## src/rtl/disp_arbiter.sv

```systemverilog
// disp_arbiter
//   Round-robin time-slice arbiter that shares one 4-digit 7-segment display
//   among four requesters. One owner at a time has its 16-bit value
//   registered onto dispVal. Ownership rotates when the slice expires or
//   when the owner drops its request.
//
// Ports
//   clk5      in   1   5 MHz system clock
//   reset     in   1   asynchronous, active-high reset
//   req       in   4   level request per requester
//   reqVal    in  64   requester n value at [16n+15:16n]
//   dispVal   out 16   registered display value (IDLE_VAL when idle)
//   grant     out  4   one-hot owner, zero when idle
//   owner     out  2   current or most recent owner index
//   switched  out  1   one-cycle pulse on every grant change
module disp_arbiter #(
  parameter int          SLICE    = 5000000,
  parameter int          CNT_W    = 23,
  parameter logic [15:0] IDLE_VAL = 16'h0000
) (
  input  logic        clk5,
  input  logic        reset,
  input  logic [3:0]  req,
  input  logic [63:0] reqVal,
  output logic [15:0] dispVal,
  output logic [3:0]  grant,
  output logic [1:0]  owner,
  output logic        switched
);

  typedef enum logic {IDLE, HOLD} state_t;

  state_t             state_reg, state_next;
  logic [15:0]        disp_reg, disp_next;
  logic [3:0]         grant_reg, grant_next;
  logic [1:0]         owner_reg, owner_next;
  logic               sw_reg, sw_next;
  logic [CNT_W-1:0]   cnt_reg, cnt_next;

  localparam logic [CNT_W-1:0] CNT_LAST = CNT_W'(SLICE - 1);

  // Per-requester value view of the packed input bus.
  logic [15:0] val_arr [4];
  genvar gi;
  generate
    for (gi = 0; gi < 4; gi++) begin : g_val
      assign val_arr[gi] = reqVal[16*gi +: 16];
    end
  endgenerate

  // Round-robin winner: search starts after the current owner and the owner
  // itself is visited last, so it only wins when nobody else is asking.
  logic [1:0] win;
  logic       any_req;
  always_comb begin
    logic [1:0] idx;
    logic       found;
    win   = owner_reg;
    found = 1'b0;
    idx   = owner_reg;
    for (int k = 1; k <= 4; k++) begin
      idx = owner_reg + 2'(k);
      if (!found && req[idx]) begin
        win   = idx;
        found = 1'b1;
      end
    end
  end
  assign any_req = |req;

  always_comb begin
    state_next = state_reg;
    disp_next  = disp_reg;
    grant_next = grant_reg;
    owner_next = owner_reg;
    sw_next    = 1'b0;
    cnt_next   = cnt_reg;

    case (state_reg)
      IDLE: begin
        disp_next = IDLE_VAL;
        if (any_req) begin
          state_next = HOLD;
          owner_next = win;
          grant_next = 4'b0001 << win;
          disp_next  = val_arr[win];
          cnt_next   = '0;
          sw_next    = 1'b1;
        end
      end
      HOLD: begin
        if (!req[owner_reg]) begin
          // Owner released: any remaining request is necessarily another
          // requester, so hand over directly without an idle gap.
          if (any_req) begin
            owner_next = win;
            grant_next = 4'b0001 << win;
            disp_next  = val_arr[win];
            cnt_next   = '0;
            sw_next    = 1'b1;
          end else begin
            state_next = IDLE;
            grant_next = 4'b0000;
            disp_next  = IDLE_VAL;
            cnt_next   = '0;
            sw_next    = 1'b1;
          end
        end else if (cnt_reg == CNT_LAST) begin
          cnt_next = '0;
          if (win != owner_reg) begin
            owner_next = win;
            grant_next = 4'b0001 << win;
            disp_next  = val_arr[win];
            sw_next    = 1'b1;
          end else begin
            // Sole requester keeps the display for another slice.
            disp_next = val_arr[owner_reg];
          end
        end else begin
          cnt_next  = cnt_reg + 1'b1;
          disp_next = val_arr[owner_reg];
        end
      end
      default: begin
        state_next = IDLE;
      end
    endcase
  end

  always_ff @(posedge clk5 or posedge reset) begin
    if (reset) begin
      state_reg <= IDLE;
      disp_reg  <= IDLE_VAL;
      grant_reg <= 4'b0000;
      owner_reg <= 2'd3;
      sw_reg    <= 1'b0;
      cnt_reg   <= '0;
    end else begin
      state_reg <= state_next;
      disp_reg  <= disp_next;
      grant_reg <= grant_next;
      owner_reg <= owner_next;
      sw_reg    <= sw_next;
      cnt_reg   <= cnt_next;
    end
  end

  assign dispVal  = disp_reg;
  assign grant    = grant_reg;
  assign owner    = owner_reg;
  assign switched = sw_reg;

endmodule

```

## config.mk

```make
export PLATFORM = sky130hd
export DESIGN_NAME = disp_arbiter
export DESIGN_NICKNAME = d
export VERILOG_FILES = /design/src/rtl/disp_arbiter.sv
export SDC_FILE = /design/constraint.sdc
export NUM_CORES = 1
export LEC_CHECK = 0
export BUFFER_PORTS_ARGS = -buffer_cell sky130_fd_sc_hd__buf_2
export CAP_MARGIN = 20
export CORE_UTILIZATION = 50
export CTS_BUF_LIST = sky130_fd_sc_hd__clkbuf_16
export DETAILED_ROUTE_END_ITERATION = 8
export PLACE_DENSITY_LB_ADDON = 0.3
export SLEW_MARGIN = 20
export SYNTH_ARGS = -nofsm -noshare
export SYNTH_HDL_FRONTEND = slang
export SYNTH_SLANG_ARGS = --single-unit
```

## constraint.sdc

```tcl
create_clock -name clk5 -period 2.41 [get_ports clk5]
set_input_delay 0.241 -clock clk5 [delete_from_list [all_inputs] [get_ports clk5]]
set_output_delay 0.241 -clock clk5 [all_outputs]
set_load 0.03 [all_outputs]
```

After elaboration in Yosys (flattened, before gate mapping)
Cells that the tools add are included.
{"block": "word_totals", "in_bits": 70, "out_inout_bits": 23, "ff_bits": 47, "elab_cells": 82}
{"block": "op_classes", "reduce_logical": 9, "bitwise_logic": 3, "order_cmp": 6, "n_mux": 48, "n_shift": 1, "addsub": 4, "eq_ne": 5}
{"cell": "$mux W16", "count": 8}
{"cell": "$mux W23", "count": 3}
{"cell": "$bmux W16 S2", "count": 2}
{"cell": "$pmux W23 S2", "count": 1}
{"cell": "$pmux W16 S2", "count": 1}
{"cell": "$add A23 B1 Y23 const B", "count": 1}
{"cell": "$eq A23 B23 Y1 const B", "count": 1}
{"cell": "$mux W4", "count": 5}
{"cell": "$mux W2", "count": 8}
{"cell": "$lt A2 B3 Y1 const B", "count": 4}
{"cell": "$mux W1", "count": 12}
{"cell": "$bmux W1 S2", "count": 4}
{"cell": "$pmux W4 S2", "count": 1}
{"cell": "$ge A3 B3 Y1 const B", "count": 2}
{"cell": "$ne A3 B2 Y1 const B", "count": 2}
{"cell": "$not A2 Y3", "count": 2}
{"cell": "$add A2 B2 Y2 const B", "count": 2}
{"cell": "$pmux W1 S2", "count": 2}
{"cell": "$pmux W2 S2", "count": 1}
{"cell": "$reduce_or A4 Y1", "count": 1}
{"cell": "$shl A1 B2 Y4 const A", "count": 1}
{"cell": "$logic_and A1 B1 Y1", "count": 3}
{"cell": "$logic_not A1 Y1", "count": 3}
{"cell": "$reduce_and A3 Y1", "count": 1}
{"cell": "5 further kinds", "count": 5}

Depth between registers and ports, before layout
Gate-level depths: netlist of run 1.
{"block": "depth", "depth_word": 21, "mapped_depth": 8, "depth_no_buf": 6}

Least setup slack after synthesis of run 1
OpenSTA, ideal clock, no wires.
{"block": "synth_timing", "path_kind": "register to register", "start": "reg owner_reg[0] (netlist: owner[0])", "end": "reg grant_reg[0] (netlist: grant[0])", "t_arrival_ns": 2.166, "path_buffers": 2, "period_less_slack_ns": 2.291, "required_time_ns": 2.285, "setup_time_ns": 0.125, "setup_slack_ns": 0.119, "stages_incl_launch_ff": 8, "cell_sequence": "dfstp_2 -> buf_6 -> mux4_2 -> and2_4 -> a21bo_4 -> and3_1 -> buf_6 -> mux2_4"}
{"block": "synth_between", "elab_chain_cells": 18, "word_cells_on_any_way": 35, "cone_classes": "3 x add/sub; 3 x eq/ne; 1 x shift; 21 x mux; 7 x reduce/logical"}
{"element": "start, declared", "line_no": "36", "text": "logic [1:0] owner_reg, owner_next;"}
{"element": "start signal, assigned", "line_no": "142", "text": "owner_reg <= owner_next;"}
{"element": "$add A2 B1 Y2", "line_no": "62", "text": "idx = owner_reg + 2'(k);"}
{"element": "$bmux W1 S2", "line_no": "63", "text": "if (!found && req[idx]) begin"}
{"element": "$mux W1 (implied by the code)", "line_no": "63"}
{"element": "$mux W1", "line_no": "63"}
{"element": "$logic_not A1 Y1", "line_no": "63"}
{"element": "$logic_and A1 B1 Y1", "line_no": "63"}
{"element": "$mux W1", "line_no": "63"}
{"element": "$logic_not A1 Y1", "line_no": "63"}
{"element": "(+2 left out)"}
{"element": "$logic_not A1 Y1", "line_no": "63"}
{"element": "$logic_and A1 B1 Y1", "line_no": "63"}
{"element": "$mux W2", "line_no": "63"}
{"element": "$shl A1 B2 Y4", "line_no": "85, 97, 112"}
{"element": "$mux W4", "line_no": "110", "text": "if (win != owner_reg) begin"}
{"element": "$mux W4", "line_no": "108", "text": "end else if (cnt_reg == CNT_LAST) begin"}
{"element": "$mux W4", "line_no": "92", "text": "if (!req[owner_reg]) begin"}
{"element": "$pmux W4 S2", "line_no": "79", "text": "case (state_reg)"}
{"element": "end signal, assigned", "line_no": "141", "text": "grant_reg <= grant_next;"}
{"element": "end, declared", "line_no": "35", "text": "logic [3:0] grant_reg, grant_next;"}
Parallel ways exist; a longest one is shown, timed or not. The select of a mux whose other input is x is not followed.
A chain may end at the register's enable or synchronous reset.

Worst setup path after layout of run 1
{"block": "layout_timing", "start": "reg owner_reg[0] (netlist: owner[0])", "end": "reg disp_reg[8] (netlist: dispVal[8])"}
{"block": "layout_between", "elab_chain_cells": 21, "word_cells_on_any_way": 38, "cone_classes": "3 x add/sub; 1 x eq/ne; 26 x mux; 2 x bitwise; 6 x reduce/logical"}
{"element": "$add A2 B1 Y2", "line_no": "62"}
{"element": "$bmux W1 S2", "line_no": "63"}
{"element": "$mux W1 (implied by the code)", "line_no": "63"}
{"element": "$mux W1", "line_no": "63"}
{"element": "$logic_not A1 Y1", "line_no": "63"}
{"element": "$logic_and A1 B1 Y1", "line_no": "63"}
{"element": "$mux W1", "line_no": "63"}
{"element": "$logic_not A1 Y1", "line_no": "63"}
{"element": "(+5 left out)"}
{"element": "$not A2 Y3 (implied by the code)", "line_no": "86, 98, 113"}
{"element": "$bmux W16 S2", "line_no": "86, 98, 113"}
{"element": "$mux W16 (implied by the code) (2 in series)", "line_no": "86, 98, 113"}
{"element": "$mux W16", "line_no": "110"}
{"element": "$mux W16", "line_no": "108"}
{"element": "$mux W16", "line_no": "92"}
{"element": "$pmux W16 S2 *", "line_no": "79"}
{"element": "named net disp_next[8]", "line_no": "34", "text": "logic [15:0] disp_reg, disp_next;"}
{"element": "end signal, assigned", "line_no": "140", "text": "disp_reg <= disp_next;"}
{"element": "end, declared", "line_no": "34"}
Mark *: on every way through the listed nets, which the timed path passes. The rest lies on a longest branch. The select of a mux whose other input is x is not followed.

==> summary.md, run 1 <==
| Metric | Value |
|---|---|
| Fraction of layout cells with a size suffix above 1 | about a third |
| Clock H-tree levels | 2 |
| Gr ovfl total | 0 |
| Avg Cell Area, Syn | 9.350 µm² |
| Met1 wire length | 4.154 mm |
| Vias in the first global route | 3030 |
| Core footprint | 0.006869 mm² |
| Post-synth EDFFs | 0 |
| Post-placement cell count | 557 |
| Post-DRT Antenna Nets | 0 |
| Met2 WL | ~4.5 mm |
| Relative slew slack | roughly half |
| Post-layout min period | 2.240 ns |
| Final Non-Filler Cells | 567 |
| DRT iter0 DRCs | 198 |
| MaxCap Viol Count | 0 |
| Highest Signal Layer | met4 |
| Detailed Route WL | 9.333 mm |
| WL met3 | 547 µm |
| Synth Instances | 383 |
| Setup CP Type | reg2reg |
| Syn_nets | roughly 450 |
| Pwr dens | 1173 mW/mm² |
| DIE WIDTH | around 87 µm |
| Number of I/O pins | 93 |
| Final Util | 63.39% |
| Final Hold Viols | 0 |
| Die H | 86.63 µm |
| Synth Flop Type | dfrtp_1 |
| Initial core utilization | between 50% and 60% |
| CTS tree | yes |
| Seq/Total Area, Yosys | approximately a third |
| Kind of capture point of the worst setup path | register |
| Initial antenna violation count | 0 |
| Async set or reset register ratio after synthesis | 100.0% |
| Outcome | finished clean |
| Routed len/inst | 16.46 µm |
| Yosys warning count | 0 |
| DP Worst Slack | 0.04103 ns |
| Count of final max-slew check failures | 0 |
| Setup TNS | 0 ns |
| Sink Count | 47 |
| Final worst path period share | between 90 and 100% |
| DRT Pass-1 Iters | 5 |
| F_max | 0.4464 GHz |
| Nets | 541 |
| Root buf cell | clkbuf_16 |
| Gpl congestion | approximately 0.86 |
| Clk pin slew, worst setup/hold paths | 0.07 ns |
| Setup slack after layout | 0.1699 ns |
| Diode count | 0 |
| Area Overhead vs Synth | 21.59% |
| Worst-margin pin slew | 0.7375 ns |
| RSZ-0062 raised after global routing | false |
| Deepest clock path buffer count | 2 |
| Placed wire-length estimate | 6.567 mm |
| Via Count | 3394 |
| CP Launch Type | register |
| Synth Register Bits | 47 |
| Pleak | 2.048 nW |
| Row Count | 30 |
| I/O Buffers | 92 |
| Synthesized area | 0.003581 mm² |
| Worst VDD drop | 1.026 mV |
| Arr. time, crit path | 2.40 ns |
| Max FFs per register | 23 |
| Vias per std cell | 5.986 |
| Hold WC Path Type | in2reg |
| Final Instance Area | roughly 0.0044 mm² |
| Max FO, Critical Path | 34 |
| Cell variety after synth | 58 |
| Setup Skew | between 0.004 and 0.005 ns |
| DR DRC count | 0 |
| WP data required | 2.57 ns |
| First-pass GRT wire length | 14.90 mm |
| TritonCTS Buffers | 5 |
| Die ar. | between 0.007 and 0.008 mm² |
| Final setup vio count | 0 |
| Largest net degree at the start of global routing | 35 |
| Tot GR Track Use | between 20 and 30% |
| Clk_lat worst skew | ~0.28 ns |
| DP Area | 0.004123 mm² |
-- critical path, cell delays in order (launching register included) --
cell,delay [ns]
dfstp_2,0.55
buf_6,0.26
inv_1,0.12
a31o_2,0.22
nand2b_1,0.14
buf_4,0.24
a221oi_1,0.42
o32ai_2,0.14
-- cells in the mapped netlist, drive strengths merged (3+ instances only) --
library cell | n | share of area (%)
a21oi | 3 | 0.42
and4 | 3 | 0.73
and3 | 6 | 1.0
and2 | 6 | 1.1
nor4 | 4 | 0.70
mux4 | 17 | 11
clkbuf | 10 | 1.0
a221oi | 32 | 7.8
xor2 | 3 | 0.73
xnor2 | 10 | 2.4
nand3 | 10 | 1.7
nor2b | 4 | 0.70
or3 | 3 | 0.52
nor2 | 51 | 5.4
nand2b | 5 | 1.1
dfrtp | 45 | 31
nor3 | 14 | 2.1
mux2i | 3 | 0.84
a21o | 4 | 0.84
nand4 | 5 | 0.87
mux2 | 6 | 2.3
inv | 57 | 6.0
nand2 | 10 | 1.0
o32ai | 17 | 6.0
o21ai | 9 | 1.3
buf | 20 | 3.5
-- power by group --
group	switching (mW)	internal, mW	leakage (nW)	total, mW
logic	1.76	1.29	1.35	3.05
registers	0.126	1.03	0.607	1.15
clock network	0.307	0.594	0.0900	0.901
-- path summary, 6_finish.rpt --
kind	from	to	slack, ns	cells after the start
worst max-delay path	owner[0]	dispVal[8]	0.17	7
worst min-delay path	reqVal[10]	dispVal[10]	0.36	3
worst max register to register	owner[0]	dispVal[8]	0.17	7
worst min register to register	cnt_reg[19]	cnt_reg[19]	0.50	1
max in group asynchronous	reset	owner[0]	1.31	4
min in group asynchronous	reset	dispVal[10]	0.50	3
-- repair_timing --
action,in CTS,in global routing
hold buffers,1,0
buffers inserted,0,1
endpoints found under the hold margin,18,0
endpoints found under the setup margin,0,22
gates resized for setup,0,3
-- per-layer routing --
metal / global-route usage (%) / up-vias
li1: - / 1564
met1: 37.99 / 1682
met4: 6.515 / 0
met5: 0 / -
met2: 38.38 / 136
met3: 3.905 / 12
-- cell families (layout without fill, tap and decap cells) --
group / after synthesis / in the layout / synth area share (%)
adder cells (fa/ha/maj): 1 / 1 / 0.3494
flip-flops: 47 / 47 / 32.91
multiplexers: 26 / 26 / 13.84
AO/OA/AOI/OAI: 82 / 82 / 20.75
AND/OR/NAND/NOR: 127 / 127 / 18.45
XOR/XNOR: 13 / 13 / 3.180
buffers and inverters: 87 / 175 / 10.52
-- through the flow --
stage / total power [mW] / hold WS [ns]
after CTS: 5.060 / 0.3574
after floorplan: 3.511 / 0.4645
after detailed placement: 4.152 / 0.2714
final: 5.107 / 0.3595
after global placement: 4.084 / 0.2692
after global routing: 5.430 / 0.3840
-- area by class of cell --
class | instances | area, µm²
clock buffers | 5 | 125.1
fillers | 576 | 2515
clock inverters | 3 | 67.56
well taps | 96 | 120.1
multi-input cells | 249 | 2031
inverters | 57 | 214.0
repair buffers | 110 | 614.3
flip-flops and latches | 47 | 1182
-- cells in the final DEF (no fill, tap or decap), types with 3 or more instances in the layout --
cell | synthesis | routed
and4_1 | 3 | 3
buf_4 | 3 | 15
and2_1 | 4 | 4
buf_2 | 13 | 92
nand2_1 | 10 | 10
or3_1 | 3 | 3
nand4_1 | 5 | 5
o21ai_0 | 7 | 7
nand3_1 | 9 | 9
xnor2_1 | 10 | 10
mux4_2 | 17 | 17
dfrtp_1 | 45 | 45
nor4_1 | 4 | 4
o32ai_2 | 9 | 9
clkbuf_16 | 0 | 5
nor2b_1 | 4 | 4
nor3_1 | 13 | 13
inv_1 | 57 | 56
xor2_1 | 3 | 3
a21oi_1 | 3 | 3
mux2_4 | 4 | 4
nand2b_1 | 4 | 4
a221oi_1 | 32 | 32
a21o_1 | 4 | 4
and3_1 | 6 | 5
o32ai_1 | 8 | 8
nor2_1 | 50 | 50
mux2i_1 | 3 | 3
(Power assumes the default switching activity.)
==> inputs of run 2 (changes only) <==
--- a/config.mk
+++ b/config.mk
@@ -5,13 +5,13 @@
 export SDC_FILE = /design/constraint.sdc
 export NUM_CORES = 1
 export LEC_CHECK = 0
+export ABC_AREA = 1
 export BUFFER_PORTS_ARGS = -buffer_cell sky130_fd_sc_hd__buf_2
 export CAP_MARGIN = 20
 export CORE_UTILIZATION = 50
 export CTS_BUF_LIST = sky130_fd_sc_hd__clkbuf_16
 export DETAILED_ROUTE_END_ITERATION = 8
 export PLACE_DENSITY_LB_ADDON = 0.3
-export SLEW_MARGIN = 20
 export SYNTH_ARGS = -nofsm -noshare
 export SYNTH_HDL_FRONTEND = slang
 export SYNTH_SLANG_ARGS = --single-unit
==> summary.md, run 2 <==
| Metric | Value |
|---|---|
| Outcome | finished clean (unchanged) |
| Final worst path period share | 93.13% (was 92.95%) |
| Vias in the first global route | 3946 (was 3030) |
| WP data required | 2.60 ns (was 2.57 ns) |
| Most frequent cell after synthesis | nand2_1 (was inv_1) |
| CTS tree | yes (unchanged) |
| Commonest non-fill, non-tap cell in the layout | nand2_1 (was buf_2) |
| Pwr dens | 1522 mW/mm² (was 1173 mW/mm²) |
| DP Area | 0.004099 mm² (was 0.004123 mm²) |
| Most frequent cells in the layout | nand2_1, buf_2, nand3_1, inv_1, dfrtp_1 (was buf_2, inv_1, nor2_1, dfrtp_1, a221oi_1) |
| R2R Setup Slk | 0.17 ns (about the same) |
| RSZ-0062 raised after global routing | false (unchanged) |
| Async set or reset register ratio after synthesis | 100.0% (unchanged) |
| Pwr Total | 6.500 mW (was 5.107 mW) |
| Arr. time, crit path | 2.43 ns (was 2.40 ns) |
| Diode count | 0 (unchanged) |
| First-pass GRT wire length | 17.20 mm (was 14.90 mm) |
| Max FFs per register | 23 (unchanged) |
| Area of the multi-input gates | 0.002042 mm² (was 0.002031 mm²) |
| Post-layout min period | 2.245 ns (was 2.240 ns) |
| Crit path from | owner[0] (unchanged) |
| Gr ovfl total | 0 (unchanged) |
| Area Overhead vs Synth | 19.79% (was 21.59%) |
| Via Count | 4174 (was 3394) |
| Detailed Route WL | 10.53 mm (was 9.333 mm) |
| CP Launch Type | register (unchanged) |
| Nets | 716 (was 541) |
| F_max | 0.4455 GHz (was 0.4464 GHz) |
| Post-synth top area share | 31.58% (was 31.45%) |
| Final setup vio count | 0 (unchanged) |
| Number of I/O pins | 93 (unchanged) |
| Root buf cell | clkbuf_16 (unchanged) |
| Clk_lat worst skew | 0.30 ns (was 0.28 ns) |
| Largest net degree at the start of global routing | 35 (unchanged) |
| Clk pin slew, worst setup/hold paths | 0.07 ns (about the same) |
| Synth Register Bits | 47 (unchanged) |
| Row Count | 30 (unchanged) |
| Worst-margin pin slew | 0.6061 ns (was 0.7375 ns) |
| DP Worst Slack | 0.1568 ns (was 0.04103 ns) |
| Post-DRT Antenna Nets | 0 (unchanged) |
| Die ar. | 0.007474 mm² (was 0.007504 mm²) |
| Pleak | 2.300 nW (was 2.048 nW) |
| Synth Flop Type | dfrtp_1 (unchanged) |
| Final Hold Viols | 0 (unchanged) |
| Post-placement cell count | 733 (was 557) |
| DRT iter0 DRCs | 328 (was 198) |
| Deepest clock path buffer count | 2 (unchanged) |
| Setup TNS | 0 ns (unchanged) |
| Fraction of layout cells with a size suffix above 1 | 22.14% (was 35.24%) |
| Die H | 86.45 µm (was 86.63 µm) |
| Syn_nets | 625 (was 454) |
| Sequential Area | 0.001179 mm² (was 0.001182 mm²) |
| Final Util | 62.53% (was 63.39%) |
| Yosys warning count | 0 (unchanged) |
| Final Non-Filler Cells | 742 (was 567) |
| Gpl congestion | 0.9042 (was 0.8597) |
| Max FO, Critical Path | 20 (was 34) |
| Number of fill cells in the layout | 657 (was 576) |
| Crit path to | dispVal[2] (was dispVal[8]) |
| Placed wire-length estimate | 7.596 mm (was 6.567 mm) |
| FF-to-FF path depth | 14 (was 7) |
| Vias per std cell | 5.625 (was 5.986) |
| Setup CP Type | reg2reg (unchanged) |
| Routed len/inst | 14.19 µm (was 16.46 µm) |
| Synth area leaders | dfrtp_1, nand2_1, nand3_1, inv_1, nor2_1 (was dfrtp_1, mux4_2, a221oi_1, inv_1, nor2_1) |
| Area leader, netlist | dfrtp_1 (unchanged) |
| Post-synth EDFFs | 0 (unchanged) |
| DRT Pass-1 Iters | 8 (was 5) |
| Kind of capture point of the worst setup path | register (unchanged) |
| Count of final max-slew check failures | 0 (unchanged) |
| Worst VDD drop | 0.9432 mV (was 1.026 mV) |
| DR DRC count | 0 (unchanged) |
| Setup Skew | 0.01023 ns (was 0.004133 ns) |
| Initial antenna violation count | 0 (unchanged) |
| Reg-to-Reg Start | owner[0] (unchanged) |
| DIE WIDTH | 86.45 µm (was 86.63 µm) |
| TritonCTS Buffers | 5 (unchanged) |
| Setup Buffers After CTS | 0 (unchanged) |
| Synthesized area | 0.003566 mm² (was 0.003581 mm²) |
| Reg2reg end | dispVal[2] (was dispVal[8]) |
| Seq/Total Area, Yosys | 33.05% (was 32.91%) |
| Initial core utilization | 52.20% (was 52.13%) |
| Final Instance Area | 0.004272 mm² (was 0.004354 mm²) |
| Clock H-tree levels | 2 (unchanged) |
| Avg Cell Area, Syn | 6.437 µm² (was 9.350 µm²) |
| MaxCap Viol Count | 0 (unchanged) |
| Sink Count | 47 (unchanged) |
| Core footprint | 0.006832 mm² (was 0.006869 mm²) |
| Setup slack after layout | 0.1655 ns (was 0.1699 ns) |
| Tot GR Track Use | 28.96% (was 25.35%) |
| Relative slew slack | 59.22% (was 50.65%) |
| Synth Instances | 554 (was 383) |
| I/O Buffers | 92 (unchanged) |
| Hold WC Path Type | in2reg (unchanged) |
| Final hold slack | 0.3415 ns (was 0.3595 ns) |
| Cell variety after synth | 36 (was 58) |
| Synth top cells by count | nand2_1, nand3_1, inv_1 (was inv_1, nor2_1, dfrtp_1) |
## run 2: cell families after synthesis
kind of cell / after synthesis / synth area share [%]
buf+inv: 76 / 10.00
xor+xnor: 5 / 1.228
simple gates: 361 / 44.35
flops: 47 / 33.05
compound gates: 64 / 11.02
fa+ha+maj: 1 / 0.3508
## run 2: how the worst min path moves through the flow
stage / startpoint / endpoint / slack, ns / cells after the start
detailed placement: reset / dispVal[11] / 0.23 / 2
global route: req[1] / state_reg / 0.36 / 3
global placement: reset / dispVal[10] / 0.23 / 2
finish: reqVal[36] / dispVal[4] / 0.34 / 7
floorplan: req[1] / state_reg / 0.44 / 2
CTS: reqVal[35] / dispVal[3] / 0.34 / 7
## run 2: power by group
| part | total [mW] | internal (mW) | switching, mW |
|---|---|---|---|
| combinational | 4.61 | 1.43 | 3.17 |
| clock | 0.707 | 0.383 | 0.324 |
| sequential | 1.18 | 1.05 | 0.138 |
## run 2: area by class of cell
| cell class | instances | share of cell area (%) |
|---|---|---|
| repair buffers | 107 | 13.56 |
| multi-input cells | 431 | 47.80 |
| inverters | 53 | 4.833 |
| clock inverters | 3 | 0.4687 |
| clock buffers | 5 | 2.929 |
| flip-flops and latches | 47 | 27.59 |
| well taps | 96 | 2.812 |
## run 2: critical path, cell delays in order (launching register included)
cell     delay (ns)
dfstp_2        0.69
inv_4          0.09
nand2_1        0.08
nand2_2        0.07
nand2_2        0.10
nand2_4        0.08
nor2_4         0.13
nand3_4        0.22
buf_4          0.30
nand3_1        0.11
nand2_1        0.06
nand2_1        0.05
nand3_1        0.07
nand2_1        0.06
inv_1          0.04
## run 2: routing by layer
layer / GRT usage [%] / routed length (µm) / share of wire [%]
met5: 0 / 0 / 0
met4: 15.15 / 301 / 2.9
met1: 32.57 / 4035 / 38
met3: 5.714 / 791 / 7.5
met2: 51.80 / 5400 / 51
## run 2: timing repair
item                                    in CTS  in global routing
endpoints found under the hold margin       15                  0
gates resized for setup                      0                  5
hold buffers                                 1                  0
endpoints found under the setup margin       0                 16
==> inputs of run 3 (changes only) <==
--- a/config.mk
+++ b/config.mk
@@ -11,7 +11,7 @@
 export CORE_UTILIZATION = 50
 export CTS_BUF_LIST = sky130_fd_sc_hd__clkbuf_16
 export DETAILED_ROUTE_END_ITERATION = 8
-export PLACE_DENSITY_LB_ADDON = 0.3
+export PLACE_DENSITY = 0.76
 export SYNTH_ARGS = -nofsm -noshare
 export SYNTH_HDL_FRONTEND = slang
 export SYNTH_SLANG_ARGS = --single-unit
==> summary.md, run 3 (synthesis results as in run 2) <==
| Metric | Value |
|---|---|
| Die H | 86.45 µm (unchanged) |
| DRT Pass-1 Iters | 5 (was 8) |
| CP peak stage delay | 0.68 ns (was 0.69 ns) |
| Row Count | 30 (unchanged) |
| Die ar. | 0.007474 mm² (unchanged) |
| CP Launch Type | register (unchanged) |
| Core footprint | 0.006832 mm² (unchanged) |
| Post-DRT Antenna Nets | 0 (unchanged) |
| Cell repeated most along the worst path | nand2_1 (unchanged) |
| Setup TNS | 0 ns (unchanged) |
| Worst VDD drop | 1.016 mV (was 0.9432 mV) |
| Final Util | 62.36% (was 62.53%) |
| Via Count | 4096 (was 4174) |
| CTS tree | yes (unchanged) |
| Final hold slack | 0.3535 ns (was 0.3415 ns) |
| TritonCTS Buffers | 5 (unchanged) |
| Nets | 716 (unchanged) |
| Post-layout min period | 2.232 ns (was 2.245 ns) |
| Tot GR Track Use | 29.51% (was 28.96%) |
| I/O Buffers | 92 (unchanged) |
| WP data required | 2.59 ns (was 2.60 ns) |
| Hold WC Path Type | in2reg (unchanged) |
| DRT iter0 DRCs | 305 (was 328) |
| Area of the multi-input gates | 0.002033 mm² (was 0.002042 mm²) |
| F_max | 0.4479 GHz (was 0.4455 GHz) |
| First-pass GRT wire length | 17.46 mm (was 17.20 mm) |
| Deepest clock path buffer count | 2 (unchanged) |
| Gr ovfl total | 0 (unchanged) |
| Reg-to-Reg Start | owner[0] (unchanged) |
| Sink Count | 47 (unchanged) |
| Root buf cell | clkbuf_16 (unchanged) |
| DP Area | 0.004099 mm² (unchanged) |
| DR DRC count | 0 (unchanged) |
| Number of I/O pins | 93 (unchanged) |
| Clock H-tree levels | 2 (unchanged) |
| Routed len/inst | 14.26 µm (was 14.19 µm) |
| Number of fill cells in the layout | 641 (was 657) |
| Count of final max-slew check failures | 0 (unchanged) |
| Clk pin slew, worst setup/hold paths | 0.06 ns (was 0.07 ns) |
| Fraction of layout cells with a size suffix above 1 | 22.29% (was 22.14%) |
| R2R Setup Slk | 0.18 ns (was 0.17 ns) |
| Reg2reg end | dispVal[1] (was dispVal[2]) |
| Relative slew slack | 56.99% (was 59.22%) |
| Kind of capture point of the worst setup path | register (unchanged) |
| Setup Skew | 0.003127 ns (was 0.01023 ns) |
| Initial antenna violation count | 0 (unchanged) |
| Max FO, Critical Path | 34 (was 20) |
| Final Instance Area | 0.004260 mm² (was 0.004272 mm²) |
| Vias per std cell | 5.520 (was 5.625) |
| Outcome | finished clean (unchanged) |
| Placed wire-length estimate | 7.642 mm (was 7.596 mm) |
| Most frequent cells in the layout | nand2_1, buf_2, nand3_1, inv_1, dfrtp_1 (unchanged) |
| Diode count | 0 (unchanged) |
| DIE WIDTH | 86.45 µm (unchanged) |
| Critical path, cell by cell | nand2_1 > nand2_2 > nand2_1 > nand2_2 > nand3_2 > nand2_4 > nand2_4 > nand2_1 > nand2_1 > nand2_1 > nand3_1 > nand2_1 > inv_1 (was inv_4 > nand2_1 > nand2_2 > nand2_2 > nand2_4 > nor2_4 > nand3_4 > buf_4 > nand3_1 > nand2_1 > nand2_1 > nand3_1 > nand2_1 > inv_1) |
| Commonest non-fill, non-tap cell in the layout | nand2_1 (unchanged) |
| Clk_lat worst skew | 0.28 ns (was 0.30 ns) |
| FF-to-FF path depth | 13 (was 14) |
| Sequential Area | 0.001179 mm² (unchanged) |
| Pwr dens | 1529 mW/mm² (was 1522 mW/mm²) |
| Gpl congestion | 0.9196 (was 0.9042) |
| Final Hold Viols | 0 (unchanged) |
| Final worst path period share | 92.63% (was 93.13%) |
| Arr. time, crit path | 2.41 ns (was 2.43 ns) |
| CP max stage cell | dfstp_2 (unchanged) |
| MaxCap Viol Count | 0 (unchanged) |
| Final setup vio count | 0 (unchanged) |
| Area Overhead vs Synth | 19.47% (was 19.79%) |
| Pleak | 2.298 nW (was 2.300 nW) |
| Crit path from | owner[0] (unchanged) |
| RSZ-0062 raised after global routing | false (unchanged) |
| Crit path to | dispVal[1] (was dispVal[2]) |
| Max FFs per register | 23 (unchanged) |
| Worst-margin pin slew | 0.6444 ns (was 0.6061 ns) |
| Largest net degree at the start of global routing | 35 (unchanged) |
| Initial core utilization | 52.20% (unchanged) |
| Vias in the first global route | 3854 (was 3946) |
| Detailed Route WL | 10.58 mm (was 10.53 mm) |
| Setup CP Type | reg2reg (unchanged) |
==> run 3: cell type report <==
cell class	count	share of cell area [%]
Clock buffer	5	2.937
Clock inverter	3	0.4699
Inverter	53	4.787
Multi-Input combinational cell	431	47.72
Sequential cell	47	27.67
Tap cell	96	2.819
Timing Repair Buffer	107	13.60
==> run 3: how the worst min path moves through the flow <==
stage,from,end,depth (start not counted)
2_1_floorplan,req[1],state_reg,2
3_3_place_gp,reset,dispVal[11],2
3_5_place_dp,reset,dispVal[11],2
4_1_cts,req[1],state_reg,3
5_1_grt,req[1],state_reg,3
6_report,reqVal[35],dispVal[3],7
==> run 3: repair_timing <==
item                                    in CTS  in global routing
hold buffers                                 1                  0
gates resized for setup                      0                  2
buffers inserted                             0                  0
endpoints found under the setup margin       0                  7
endpoints found under the hold margin       17                  0
==> run 3: critical path, delay by kind of cell (launching register included) <==
family | cells | cell delay (ns)
flip-flops | 1 | 0.68
AND/OR/NAND/NOR | 12 | 1.39
buffers and inverters | 1 | 0.04
==> run 3: power by group <==
part	switching, mW	leakage [nW]	internal, mW
Combinational	3.20	1.63	1.43
Sequential	0.152	0.603	1.05
Clock	0.305	0.0658	0.383
Total	3.65	2.30	2.86
==> run 3: routing by layer <==
layer,track usage (%),routed length (µm),up-vias
met1,37.24,4337,1870
met3,4.857,810,28
met2,50.29,5106,207
met4,12.12,326,0
li1,-,-,1991
met5,0,0,-
==> run 3: metrics by stage <==
step	setup slack [ns]	cells	power, mW
2_1_floorplan	0.4197	554	4.859
3_3_place_gp	0.2584	733	5.656
3_5_place_dp	0.2237	733	5.723
4_1_cts	0.2037	742	6.434
5_1_grt	0.005178	742	7.111
6_report	0.1776	742	6.515
